--- config.mk ---
export PLATFORM = sky130hd
export DESIGN_NAME = wb_write_queue_flat
export DESIGN_NICKNAME = d
export VERILOG_FILES = /design/src/rtl/wb_write_queue_if.sv /design/src/rtl/wb_write_queue.sv /design/src/flat_wrapper.sv
export SDC_FILE = /design/constraint.sdc
export NUM_CORES = 1
export LEC_CHECK = 0
export BUFFER_PORTS_ARGS = -buffer_cell sky130_fd_sc_hd__buf_2
export CORE_MARGIN = 2
export CORE_UTILIZATION = 45
export CTS_BUF_LIST = sky130_fd_sc_hd__clkbuf_16
export CTS_CLUSTER_DIAMETER = 30
export DETAILED_ROUTE_END_ITERATION = 8
export PLACE_DENSITY = 0.79
export SYNTH_ARGS = -nofsm -noshare
export SYNTH_HDL_FRONTEND = slang
export SYNTH_SLANG_ARGS = --single-unit
export TNS_END_PERCENT = 30
--- constraint.sdc ---
create_clock -name Clk -period 6.71 [get_ports Clk]
set_clock_uncertainty 0.1 [all_clocks]
set_input_delay 0.671 -clock Clk [delete_from_list [all_inputs] [get_ports Clk]]
set_output_delay 0.671 -clock Clk [all_outputs]
set_load 0.05 [all_outputs]
--- src/rtl/wb_write_queue_if.sv ---
// Write-back queue bus: producer handshakes, register-file write port,
// hazard-check lookups. master = datapath side, slave = the queue.
interface wb_write_queue_if #(
    parameter int DEPTH = 4
);
    localparam int CW = $clog2(DEPTH) + 1;

    logic          ld_valid;
    logic          ld_ready;
    logic [4:0]    ld_rd;
    logic [31:0]   ld_data;
    logic          alu_valid;
    logic          alu_ready;
    logic [4:0]    alu_rd;
    logic [31:0]   alu_data;
    logic          RegWr;
    logic [4:0]    RW;
    logic [31:0]   BusW;
    logic [4:0]    RA;
    logic [4:0]    RB;
    logic          pendA;
    logic          pendB;
    logic [31:0]   fwdA_data;
    logic [31:0]   fwdB_data;
    logic [CW-1:0] count;

    modport master (
        output ld_valid, ld_rd, ld_data,
        output alu_valid, alu_rd, alu_data,
        output RA, RB,
        input  ld_ready, alu_ready,
        input  RegWr, RW, BusW,
        input  pendA, pendB, fwdA_data, fwdB_data,
        input  count
    );

    modport slave (
        input  ld_valid, ld_rd, ld_data,
        input  alu_valid, alu_rd, alu_data,
        input  RA, RB,
        output ld_ready, alu_ready,
        output RegWr, RW, BusW,
        output pendA, pendB, fwdA_data, fwdB_data,
        output count
    );
endinterface

--- src/rtl/wb_write_queue.sv ---
// In-order write-back FIFO feeding the register-file write port.
// Define WB_FWD_EN to enable youngest-pending-value forwarding on fwdA/fwdB.
module wb_write_queue #(
    parameter int DEPTH = 4
) (
    input logic           Clk,
    input logic           Rst,
    wb_write_queue_if.slave wb
);
    localparam int AW = $clog2(DEPTH);
    localparam int CW = AW + 1;
    localparam logic [CW-1:0] FULL  = CW'(DEPTH);
    localparam logic [CW-1:0] AFULL = CW'(DEPTH - 1);

    typedef struct packed {
        logic [4:0]  rd;
        logic [31:0] data;
    } wb_ent_t;

    wb_ent_t       q [DEPTH];
    logic [AW-1:0] wp;
    logic [AW-1:0] rp;
    logic [CW-1:0] cnt;
    logic          regwr;
    logic [4:0]    rw;
    logic [31:0]   busw;

    logic          ld_ok;
    logic          alu_ok;
    logic          ld_push;
    logic          alu_push;
    logic          pop;
    logic [AW-1:0] alu_slot;
    logic [CW-1:0] npush;
    logic [DEPTH-1:0] occ;
    logic [DEPTH-1:0] hit_a;
    logic [DEPTH-1:0] hit_b;

    // Readiness ignores a same-cycle pop so it never depends on valid.
    assign ld_ok    = !Rst && (cnt < FULL);
    assign alu_ok   = !Rst && (cnt < AFULL);
    assign ld_push  = wb.ld_valid && ld_ok && (wb.ld_rd != 5'd0);
    assign alu_push = wb.alu_valid && alu_ok && (wb.alu_rd != 5'd0);
    assign pop      = (cnt != '0);
    assign alu_slot = ld_push ? wp + AW'(1) : wp;
    assign npush    = CW'(ld_push) + CW'(alu_push);

    always_ff @(posedge Clk) begin
        if (ld_push)
            q[wp] <= '{rd: wb.ld_rd, data: wb.ld_data};
        if (alu_push)
            q[alu_slot] <= '{rd: wb.alu_rd, data: wb.alu_data};
    end

    always_ff @(posedge Clk) begin
        if (Rst) begin
            wp    <= '0;
            rp    <= '0;
            cnt   <= '0;
            regwr <= 1'b0;
            rw    <= '0;
            busw  <= '0;
        end else begin
            wp  <= wp + AW'(npush);
            cnt <= cnt + npush - CW'(pop);
            if (pop) begin
                regwr <= 1'b1;
                rw    <= q[rp].rd;
                busw  <= q[rp].data;
                rp    <= rp + AW'(1);
            end else begin
                regwr <= 1'b0;
            end
        end
    end

    // A slot is live when its distance from the head is below the count.
    always_comb begin
        occ   = '0;
        hit_a = '0;
        hit_b = '0;
        for (int i = 0; i < DEPTH; i++) begin
            occ[i]   = ({1'b0, AW'(i) - rp} < cnt);
            hit_a[i] = occ[i] && (q[i].rd == wb.RA);
            hit_b[i] = occ[i] && (q[i].rd == wb.RB);
        end
    end

    assign wb.pendA = (wb.RA != 5'd0) &&
                      ((|hit_a) || (regwr && (rw == wb.RA)));
    assign wb.pendB = (wb.RB != 5'd0) &&
                      ((|hit_b) || (regwr && (rw == wb.RB)));

`ifdef WB_FWD_EN
    logic [31:0] fa;
    logic [31:0] fb;

    // Walk head to tail so the youngest queued match overrides older ones.
    always_comb begin
        logic [AW-1:0] idx;
        fa  = '0;
        fb  = '0;
        idx = rp;
        if (regwr && (rw == wb.RA))
            fa = busw;
        if (regwr && (rw == wb.RB))
            fb = busw;
        for (int j = 0; j < DEPTH; j++) begin
            idx = rp + AW'(j);
            if ((CW'(j) < cnt) && (q[idx].rd == wb.RA))
                fa = q[idx].data;
            if ((CW'(j) < cnt) && (q[idx].rd == wb.RB))
                fb = q[idx].data;
        end
        if (wb.RA == 5'd0)
            fa = '0;
        if (wb.RB == 5'd0)
            fb = '0;
    end

    assign wb.fwdA_data = fa;
    assign wb.fwdB_data = fb;
`else
    assign wb.fwdA_data = '0;
    assign wb.fwdB_data = '0;
`endif

    assign wb.ld_ready  = ld_ok;
    assign wb.alu_ready = alu_ok;
    assign wb.RegWr     = regwr;
    assign wb.RW        = rw;
    assign wb.BusW      = busw;
    assign wb.count     = cnt;
endmodule

--- src/flat_wrapper.sv ---
// flat-port wrapper written by rule: the top's interface ports become plain ports
module wb_write_queue_flat 
#(
    parameter int DEPTH = 4
)
  (Clk, Rst, wb_ld_valid, wb_ld_rd, wb_ld_data, wb_alu_valid, wb_alu_rd, wb_alu_data, wb_RA, wb_RB, wb_ld_ready, wb_alu_ready, wb_RegWr, wb_RW, wb_BusW, wb_pendA, wb_pendB, wb_fwdA_data, wb_fwdB_data, wb_count);
  wb_write_queue_if #(.DEPTH(DEPTH)) wb_i ();
  input logic Clk;
  input logic Rst;
  input wire logic [$bits(wb_i.ld_valid)-1:0] wb_ld_valid;
  input wire logic [$bits(wb_i.ld_rd)-1:0] wb_ld_rd;
  input wire logic [$bits(wb_i.ld_data)-1:0] wb_ld_data;
  input wire logic [$bits(wb_i.alu_valid)-1:0] wb_alu_valid;
  input wire logic [$bits(wb_i.alu_rd)-1:0] wb_alu_rd;
  input wire logic [$bits(wb_i.alu_data)-1:0] wb_alu_data;
  input wire logic [$bits(wb_i.RA)-1:0] wb_RA;
  input wire logic [$bits(wb_i.RB)-1:0] wb_RB;
  output wire logic [$bits(wb_i.ld_ready)-1:0] wb_ld_ready;
  output wire logic [$bits(wb_i.alu_ready)-1:0] wb_alu_ready;
  output wire logic [$bits(wb_i.RegWr)-1:0] wb_RegWr;
  output wire logic [$bits(wb_i.RW)-1:0] wb_RW;
  output wire logic [$bits(wb_i.BusW)-1:0] wb_BusW;
  output wire logic [$bits(wb_i.pendA)-1:0] wb_pendA;
  output wire logic [$bits(wb_i.pendB)-1:0] wb_pendB;
  output wire logic [$bits(wb_i.fwdA_data)-1:0] wb_fwdA_data;
  output wire logic [$bits(wb_i.fwdB_data)-1:0] wb_fwdB_data;
  output wire logic [$bits(wb_i.count)-1:0] wb_count;
  assign wb_i.ld_valid = wb_ld_valid;
  assign wb_i.ld_rd = wb_ld_rd;
  assign wb_i.ld_data = wb_ld_data;
  assign wb_i.alu_valid = wb_alu_valid;
  assign wb_i.alu_rd = wb_alu_rd;
  assign wb_i.alu_data = wb_alu_data;
  assign wb_i.RA = wb_RA;
  assign wb_i.RB = wb_RB;
  assign wb_ld_ready = wb_i.ld_ready;
  assign wb_alu_ready = wb_i.alu_ready;
  assign wb_RegWr = wb_i.RegWr;
  assign wb_RW = wb_i.RW;
  assign wb_BusW = wb_i.BusW;
  assign wb_pendA = wb_i.pendA;
  assign wb_pendB = wb_i.pendB;
  assign wb_fwdA_data = wb_i.fwdA_data;
  assign wb_fwdB_data = wb_i.fwdB_data;
  assign wb_count = wb_i.count;
  wb_write_queue #(.DEPTH(DEPTH)) u_core (.Clk(Clk), .Rst(Rst), .wb(wb_i));
endmodule
# --- Word level (Yosys, flattened, before mapping) ---
# Memories as Yosys holds them, arrays and structs flattened. A register that Yosys moved wholly into a read port is not among the register bits.
# Index checks and enable logic that the tools add are counted.
totals:
  word_cells: 65
  output_inout_bits: 109
  regBits: 8
  n_memories: 1
  mem_bits_rw: 148
classes:
  magnitude_cmp: 6
  n_eq_ne: 10
  addsub: 10
  reduce_logical: 28
  n_mux: 6
memory_table:
  columns: ["memory", "words", "word_bits", "read_ports", "rd_clocked_by_memory_dff", "write_ports", "line", "text"]
  rows:
  - ["u_core.q", 4, 37, 5, 1, 2, "wb_write_queue.sv:20", "wb_ent_t q [DEPTH];"]
ops:
  columns: ["cell", "n"]
  rows:
  - ["== test 5 bit", 10]
  - ["nonzero test 5 bit", 4]
  - ["logical AND 1 bit", 18]
  - ["< comparator 2 x 3 -> 1 bit", 4]
  - ["OR reduction 4 bit", 2]
  - ["2-to-1 mux 1 bit", 5]
  - ["adder 2 x 1 -> 2 bit, second input constant", 2]
  - ["subtractor 1 x 2 -> 2 bit, first input constant", 2]
  - ["subtractor 2 bit, first input constant", 2]
  - ["adder 3 bit", 1]
  - ["< comparator 3 x 2 -> 1 bit, second input constant", 1]
  - ["< comparator 3 bit, second input constant", 1]
  - ["nonzero test 3 bit", 1]
  - ["subtractor 3 x 1 -> 3 bit", 1]
  - ["adder 1 x 1 -> 2 bit", 1]
  - ["adder 2 bit", 1]
  - ["logical OR 1 bit", 2]
  - ["2-to-1 mux 2 bit", 1]
  - ["logical NOT 1 bit", 1]

# --- Logic depth before layout (Yosys ltp) ---
# Gate-level depths: netlist of the first run.
logic_depth:
  ltp_word: 7
  ltp_mapped: 11
  ltp_nobuf: 11

# --- Least setup slack after synthesis of the first run ---
# Ideal clock, no wire load.
synth_timing:
  path_kind: "input to register"
  start: "in Rst"
  end: "mem u_core.q[2][0] (netlist name) (enable)"
  t_arrival_ns: 4.640
  stages: 5
  slack_ns: 1.481
  required_ns: 6.121
  cell_sequence: "buf_2 -> a211oi_4 -> o211a_1 -> inv_2 -> o32ai_1"
synth_lines:
  columns: ["item", "line", "text"]
  rows:
  - ["from (decl)", "flat_wrapper.sv:9", "input logic Rst;"]
  - ["to (decl)", "wb_write_queue.sv:20", null]

==> metrics.txt, run 1 <==
depth of the worst register-to-register path=6; post-synthesis to final-layout area growth=11.62%; first drt pass iteration count=5; Worst R2R End=u_core.q[0][7]; share of the clock period used by the worst path after layout=roughly 54%; hold violation total from the final report=0; Worst EP required=6660 ps; run status=finished clean; antenna violations before repair=3; FF+latch count, synth=about 190; iteration-0 DRC count of the detailed router=approximately 300; die width=around 150 um; maximum capacitance violations=0; deepest clock path buffer count=2; RSZ-0062 raised after global routing=no; worst min-delay path class=flip-flop to flip-flop; layout cell share with drive strength beyond 1=41.87%; Inserted Clock Buffers=17; vias per cell=5.342; level count of the clock H-tree=4; register share of total power=39.6%; DRC violation count after routing=0; kind of start point of the critical path=input pin; mean cell area of the mapped netlist=about 14 um^2; Distinct cells, synth=40; Initial Utilization=a little under half; final setup vio count=0; Pwr Total=4.437 mW; Worst VDD drop=roughly 0.00022 V; I/O pin count=197; maximum number of pins on one net before global-route repair=48; Layout Utilization=between 50 and 60%; relative slew slack=27.00%; static leakage power=4.380 nW; maximum achievable frequency=about 280 MHz; power density of the placed cells=387.5 nW/um^2; Remaining Overflow, GRT=0; fraction of power spent switching nets=about two fifths; Clock Sinks=~190; standard-cell row count=between 50 and 60; HPWL Detailed=14850 um; clock slew at reported path FFs=~60 ps; via count of the first global-routing pass=roughly 6500; root buffer cell=sky130_fd_sc_hd__clkbuf_16; proportion of power drawn by the clock network=between 20% and 30%; total wire length=approximately 23000 um; count of vias placed by the detailed router=between 6000 and 7000; RePlAce Congestion=around 0.88; area of the die=between 20000 and 25000 um^2; clock insertion delay at the later pin of the skew report=around 430 ps; yosys synthesis warning count=0; global-route total usage across every layer=about a fifth; Hold Path Sink=u_core.wb.BusW[31]; FF-to-FF setup slack=3500 ps; average detailed-routed wire length per instance=just under 20 um; net switching power=~1.8 mW; number of hold buffers added after cts=0; buffers inserted during post-CTS setup optimization=0; gate count after technology mapping=755; portion of the post-synthesis area used by sequential elements=a little over half; Worst setup EP type=flip-flop; IO Port Bufs=around 130; Post-DRT Antenna Nets=0; Fill cells=around 1900; cell depth of the worst hold path=2; area used by multi-input combinational logic=~4400 um^2; wire length of the first global-routing pass=35580 um; Crit path arrival time=3550 ps; min Tclk post-route=approximately 3600 ps; Total Neg Setup Slack=0 ps; Synth Cell Area=between 10000 and 15000 um^2; number of nets in the finished design=968; Resized cells post-CTS=0; Gate power share=between 40% and 50%; peak fanout along the critical path=47; worst flop-to-flop path startpoint=u_core.wb.count[2]; min-delay src=u_core.wb.BusW[31]; TritonCTS clock tree=built; core region area=22500 um^2; fin. max-slew vios=0; area of all sequential standard cells=5350 um^2; Int Pwr=around 2.7 mW; Tightest Pin Transition=between 1000 and 1500 ps; vertical die dimension=155.0 um; kind of critical path=input pin to flip-flop
==> logic make-up after synthesis <==
kind of cell,Yosys count,synth area share (%)
other cells,1,0.03655
compound gates,56,3.293
buf+inv,125,7.415
xor+xnor,57,4.866
simple gates,123,5.305
fa+ha+maj,14,1.781
mux,186,25.21
flops,193,52.10
==> critical path, cell delays in order <==
cell and delay [ps]:
sky130_fd_sc_hd__buf_2 730, sky130_fd_sc_hd__nor2_1 170, sky130_fd_sc_hd__nand3_2 210, sky130_fd_sc_hd__inv_2 100, sky130_fd_sc_hd__xnor2_1 340, sky130_fd_sc_hd__or3b_2 510, sky130_fd_sc_hd__nand2_2 810
==> power by group through the flow <==
stage          clock, mW  sequential [mW]  combinational, mW
2_1_floorplan          0             2.06               1.09
3_3_place_gp           0             1.78               1.75
3_5_place_dp           0             1.78               1.79
4_1_cts            0.922             1.76               1.79
5_1_grt            0.962             1.79               1.91
6_report           0.908             1.76               1.77
==> worst max path at each step <==
stage	startpoint	to	slack, ps	cells past startpoint
2_1_floorplan	Rst	u_core.q[2][0]	1480	5
3_3_place_gp	Rst	u_core.q[0][5]	2760	7
3_5_place_dp	Rst	u_core.q[0][15]	2640	7
4_1_cts	Rst	u_core.q[0][7]	3090	7
5_1_grt	Rst	u_core.q[0][24]	2910	7
6_report	Rst	u_core.q[0][7]	3100	7
==> Yosys cell counts, drive strengths merged <==
library cell / n / area [um^2]
fa: 1 / 20.02
a21oi: 40 / 200.2
clkbuf: 25 / 93.84
mux2: 149 / 1753
o211ai: 4 / 30.03
ha: 13 / 162.7
o32ai: 2 / 17.52
nand2: 79 / 296.5
inv: 13 / 48.80
nor4: 4 / 25.02
buf: 87 / 618.1
o21bai: 2 / 15.01
conb: 1 / 3.750
nand3b: 1 / 7.510
a21boi: 1 / 7.510
nor2: 11 / 41.29
nor3: 9 / 45.04
a21o: 1 / 7.510
xnor2: 15 / 131.4
or4: 3 / 22.52
edfxtp: 148 / 4444
o22a: 2 / 17.52
dfxtp: 45 / 900.9
a31oi: 2 / 12.51
o211a: 1 / 10.01
or3b: 1 / 8.760
nor2b: 3 / 18.77
nor3b: 1 / 7.510
nand3: 6 / 40.04
nand2b: 1 / 6.260
mux4: 37 / 833.3
xor2: 42 / 367.9
nand4: 4 / 25.02
a211oi: 1 / 20.02
==> per-layer routing <==
layer,vias to the layer above,GRT usage (%),part of all wire (%)
li1,2867,-,-
met1,3086,23.70,40
met2,242,34.29,51
met3,32,3.955,6.4
met4,2,6.526,1.8
met5,-,0,0.035
==> sequential cells by signal (all words and copies together) (netlist names) <==
name,count
u_core.wb.RegWr,1
u_core.wb.count,3
u_core.wb.RW,5
u_core.q,148
u_core.wb.BusW,32
u_core.wp,2
u_core.rp,2
==> cells in the final DEF (no fill, tap or decap), types with 9 or more instances in the layout <==
| master | synthesis | layout |
|---|---|---|
| sky130_fd_sc_hd__a21oi_1 | 40 | 40 |
| sky130_fd_sc_hd__nor2_1 | 11 | 11 |
| sky130_fd_sc_hd__inv_1 | 11 | 12 |
| sky130_fd_sc_hd__buf_2 | 14 | 132 |
| sky130_fd_sc_hd__conb_1 | 1 | 64 |
| sky130_fd_sc_hd__dfxtp_1 | 45 | 43 |
| sky130_fd_sc_hd__buf_4 | 67 | 9 |
| sky130_fd_sc_hd__nand2_1 | 79 | 78 |
| sky130_fd_sc_hd__mux2_4 | 20 | 20 |
| sky130_fd_sc_hd__clkbuf_16 | 0 | 17 |
| sky130_fd_sc_hd__mux4_2 | 37 | 37 |
| sky130_fd_sc_hd__xor2_1 | 42 | 42 |
| sky130_fd_sc_hd__edfxtp_1 | 148 | 148 |
| sky130_fd_sc_hd__mux2_2 | 129 | 129 |
| sky130_fd_sc_hd__xnor2_1 | 15 | 15 |
| sky130_fd_sc_hd__ha_1 | 13 | 13 |
==> stage by stage <==
stage / cell area, um^2 / hold slack, ps / worst slack, ps / cells
floorplan: 10500 / 566.9 / 1481 / 818
global placement: 10930 / 337.0 / 2760 / 1132
detailed placement: 10930 / 341.3 / 2637 / 1132
CTS: 11450 / 349.4 / 3092 / 1164
global route: 11450 / 370.7 / 2906 / 1164
finish: 11450 / 347.6 / 3103 / 1166
==> cell type report <==
cell class / instances / area share (%)
sequential: 193 / 46.72
clock buffer: 17 / 3.715
tap: 285 / 3.114
clock inverter: 15 / 0.8413
multi-input combinational: 500 / 38.79
timing repair buffer: 141 / 6.359
inverter: 13 / 0.4261
antenna: 2 / 0.04370
Note: power is estimated with default switching activity, not from simulation.
==> run 2: changes to the inputs <==
--- a/config.mk
+++ b/config.mk
@@ -11,7 +11,7 @@
 export CTS_BUF_LIST = sky130_fd_sc_hd__clkbuf_16
 export CTS_CLUSTER_DIAMETER = 30
 export DETAILED_ROUTE_END_ITERATION = 8
-export PLACE_DENSITY = 0.79
+export PLACE_DENSITY = 0.82
 export SYNTH_ARGS = -nofsm -noshare
 export SYNTH_HDL_FRONTEND = slang
 export SYNTH_SLANG_ARGS = --single-unit
==> constraint.sdc (replaced) <==
create_clock -name Clk -period 3 [get_ports Clk]
set_clock_uncertainty 0.1 [all_clocks]
set_input_delay 0.3 -clock Clk [delete_from_list [all_inputs] [get_ports Clk]]
set_output_delay 0.3 -clock Clk [all_outputs]
set_load 0.05 [all_outputs]
==> run 2 against run 1 <==
Effect of this change:
- non-clock buffer count increased by 16
- design area increased by 2.6%
- clock power grew 150%
- combinational power increased by 140%
- global-route usage up 0.86 points
- via count up 2.1%
- total power rose by 130%
- largest power group unchanged
- die area is the same
- utilization is 1.3 points higher
- largest cell class unchanged
==> metrics.txt, run 2 (same netlist as run 1, synthesis figures left out) <==
run status=finished clean (unchanged); Biggest register=u_core.q (unchanged); Worst Hold Slack=108.3 ps (was 347.6 ps); FF-to-FF setup slack=260 ps (was 3500 ps); commonest cells after routing, fill and taps aside=148 x sky130_fd_sc_hd__edfxtp_1, 132 x sky130_fd_sc_hd__buf_2, 129 x sky130_fd_sc_hd__mux2_2 (unchanged); area of the die=24020 um^2 (unchanged); DRC violation count after routing=0 (unchanged); root buffer cell=sky130_fd_sc_hd__clkbuf_16 (unchanged); level count of the clock H-tree=4 (unchanged); deepest clock path buffer count=2 (unchanged); worst flop-to-flop path startpoint=u_core.wp[1] (was u_core.wb.count[2]); cell chain of the critical path=inv_1, ha_1, mux2_4, or3b_2, buf_4, mux2_4 (was buf_2, nor2_1, nand3_2, inv_2, xnor2_1, or3b_2, nand2_2); Gate power share=41.7% (was 40.0%); HPWL Detailed=16120 um (was 14850 um); Worst setup EP type=flip-flop (unchanged); vias per cell=5.378 (was 5.342); post-synthesis to final-layout area growth=14.56% (was 11.62%); count of vias placed by the detailed router=6357 (was 6229); largest incremental delay on the critical path=640 ps (was 810 ps); average detailed-routed wire length per instance=20.15 um (was 19.51 um); standard-cell row count=55 (unchanged); Inserted Clock Buffers=17 (unchanged); relative slew slack=35.23% (was 27.00%); Crit path arrival time=2820 ps (was 3550 ps); dpl ws=156.8 ps (was 2637 ps); Hold Path Sink=u_core.q[0][23] (was u_core.wb.BusW[31]); final setup margin=256.1 ps (was 3103 ps); Int Pwr=6.239 mW (was 2.658 mW); net switching power=4.090 mW (was 1.779 mW); Total Neg Setup Slack=0 ps (unchanged); Remaining Overflow, GRT=0 (unchanged); Crit path top cell by count=sky130_fd_sc_hd__mux2_4; clock insertion delay at the later pin of the skew report=440 ps (was 430 ps); iteration-0 DRC count of the detailed router=485 (was 302); hold violation total from the final report=0 (unchanged); number of nets in the finished design=984 (was 968); layout cell share with drive strength beyond 1=43.69% (was 41.87%); via count of the first global-routing pass=6490 (was 6464); fin. max-slew vios=0 (unchanged); total wire length=23810 um (was 22750 um); peak fanout along the critical path=10 (was 47); TritonCTS clock tree=built (unchanged); most frequent standard cell in the layout excluding fill and tap cells=sky130_fd_sc_hd__edfxtp_1 (unchanged); Initial Utilization=45.59% (unchanged); Post-DRT Antenna Nets=0 (unchanged); Worst R2R End=u_core.q[0][27] (was u_core.q[0][7]); RePlAce Congestion=0.9053 (was 0.8822); Worst VDD drop=0.0005379 V (was 0.0002172 V); clock slew at reported path FFs=70 ps (was 60 ps); Tightest Pin Transition=971.6 ps (was 1091 ps); depth of the worst register-to-register path=6 (unchanged); I/O pin count=197 (unchanged); maximum number of pins on one net before global-route repair=46 (was 48); Resized cells post-CTS=0 (unchanged); antenna violations before repair=7 (was 3); global-route total usage across every layer=20.24% (was 19.38%); RSZ-0062 raised after global routing=no (unchanged); max FFs per register=148 (unchanged); core region area=22500 um^2 (unchanged); buffers inserted during post-CTS setup optimization=0 (unchanged); Pwr Total=10.33 mW (was 4.437 mW); cell depth of the worst hold path=2 (unchanged); vertical die dimension=155.0 um (unchanged); IO Port Bufs=132 (unchanged); maximum achievable frequency=364.4 MHz; register share of total power=36.4% (was 39.6%); kind of critical path=flip-flop to flip-flop (was input pin to flip-flop); final setup vio count=0 (unchanged); slowest cell on the critical path=sky130_fd_sc_hd__or3b_2 (was sky130_fd_sc_hd__nand2_2); wire length of the first global-routing pass=36910 um (was 35580 um); static leakage power=4.513 nW (was 4.380 nW); first drt pass iteration count=4 (was 5); min Tclk post-route=2744 ps; worst min-delay path class=input pin to flip-flop (was flip-flop to flip-flop); kind of start point of the critical path=flip-flop (was input pin); share of the clock period used by the worst path after layout=91.46%; min-delay src=wb_ld_data[23] (was u_core.wb.BusW[31]); proportion of power drawn by the clock network=21.8% (was 20.5%); number of hold buffers added after cts=0 (unchanged); die width=155.0 um (unchanged); power density of the placed cells=878.8 nW/um^2 (was 387.5 nW/um^2); Worst EP required=3080 ps (was 6660 ps); fraction of power spent switching nets=39.60% (was 40.10%); maximum capacitance violations=0 (unchanged); Clock Sinks=193 (unchanged)
[run 2: changes by cell type in the layout (fill, tap and decap cells not counted), moves of 2 or more]
cell	before	now
sky130_fd_sc_hd__bufinv_16	0	2
sky130_fd_sc_hd__dfxtp_1	43	40
sky130_fd_sc_hd__clkinvlp_4	3	5
sky130_fd_sc_hd__inv_6	1	3
sky130_fd_sc_hd__buf_4	9	17
sky130_fd_sc_hd__buf_12	0	7
sky130_fd_sc_hd__inv_8	0	2
sky130_fd_sc_hd__dfxtp_2	1	3
sky130_fd_sc_hd__clkinv_4	4	0
[run 2: layout make-up]
type | count | area [um^2]
multi-input combinational | 500 | 4464
tap | 285 | 356.6
inverter | 13 | 48.80
antenna | 2 | 5.005
sequential | 193 | 5356
timing repair buffer | 157 | 939.7
fill | 1882 | 10750
clock buffer | 17 | 425.4
clock inverter | 15 | 157.7
[run 2: layer usage]
metal / share of wire [%] / GRT usage (%) / vias up
met5: 0.31 / 0 / -
li1: - / - / 2906
met4: 1.6 / 4.850 / 12
met1: 40 / 25.16 / 3123
met2: 50 / 34.94 / 276
met3: 8.0 / 5.850 / 40
[run 2: metrics by stage]
step	utilization (%)	instance area (um^2)	cells
2_1_floorplan	-	10570	818
3_3_place_gp	49.59	11160	1148
3_5_place_dp	49.59	11160	1148
4_1_cts	52.18	11740	1180
5_1_grt	52.22	11750	1181
6_report	52.23	11750	1182
[run 2: worst max-delay path by stage]
stage                             from               to  slack [ps]  cells past startpoint
global route        u_core.wb.count[1]         wb_pendB          60                      8
finish                    u_core.wp[1]  u_core.q[0][27]         260                      6
CTS                       u_core.rp[1]         wb_pendB         150                      7
global placement           wb_ld_rd[0]  u_core.q[0][34]         210                      9
detailed placement        wb_alu_rd[1]  u_core.q[0][11]         160                      7
floorplan           u_core.wb.count[2]   u_core.q[2][0]         -40                      5
[run 2: power groups by stage]
| stage | logic [mW] | clock network (mW) | registers (mW) |
|---|---|---|---|
| finish | 4.31 | 2.26 | 3.76 |
| global placement | 4.26 | 0 | 3.79 |
| CTS | 4.35 | 2.29 | 3.76 |
| global route | 4.65 | 2.40 | 3.82 |
| floorplan | 2.47 | 0 | 4.60 |
| detailed placement | 4.32 | 0 | 3.82 |
[run 2: worst max-delay path, delay by kind of cell (launching register included)]
kind | cells | cell delay (ps)
buf+inv | 2 | 370
simple gates | 1 | 640
fa+ha+maj | 1 | 320
mux | 2 | 620
flops | 1 | 430
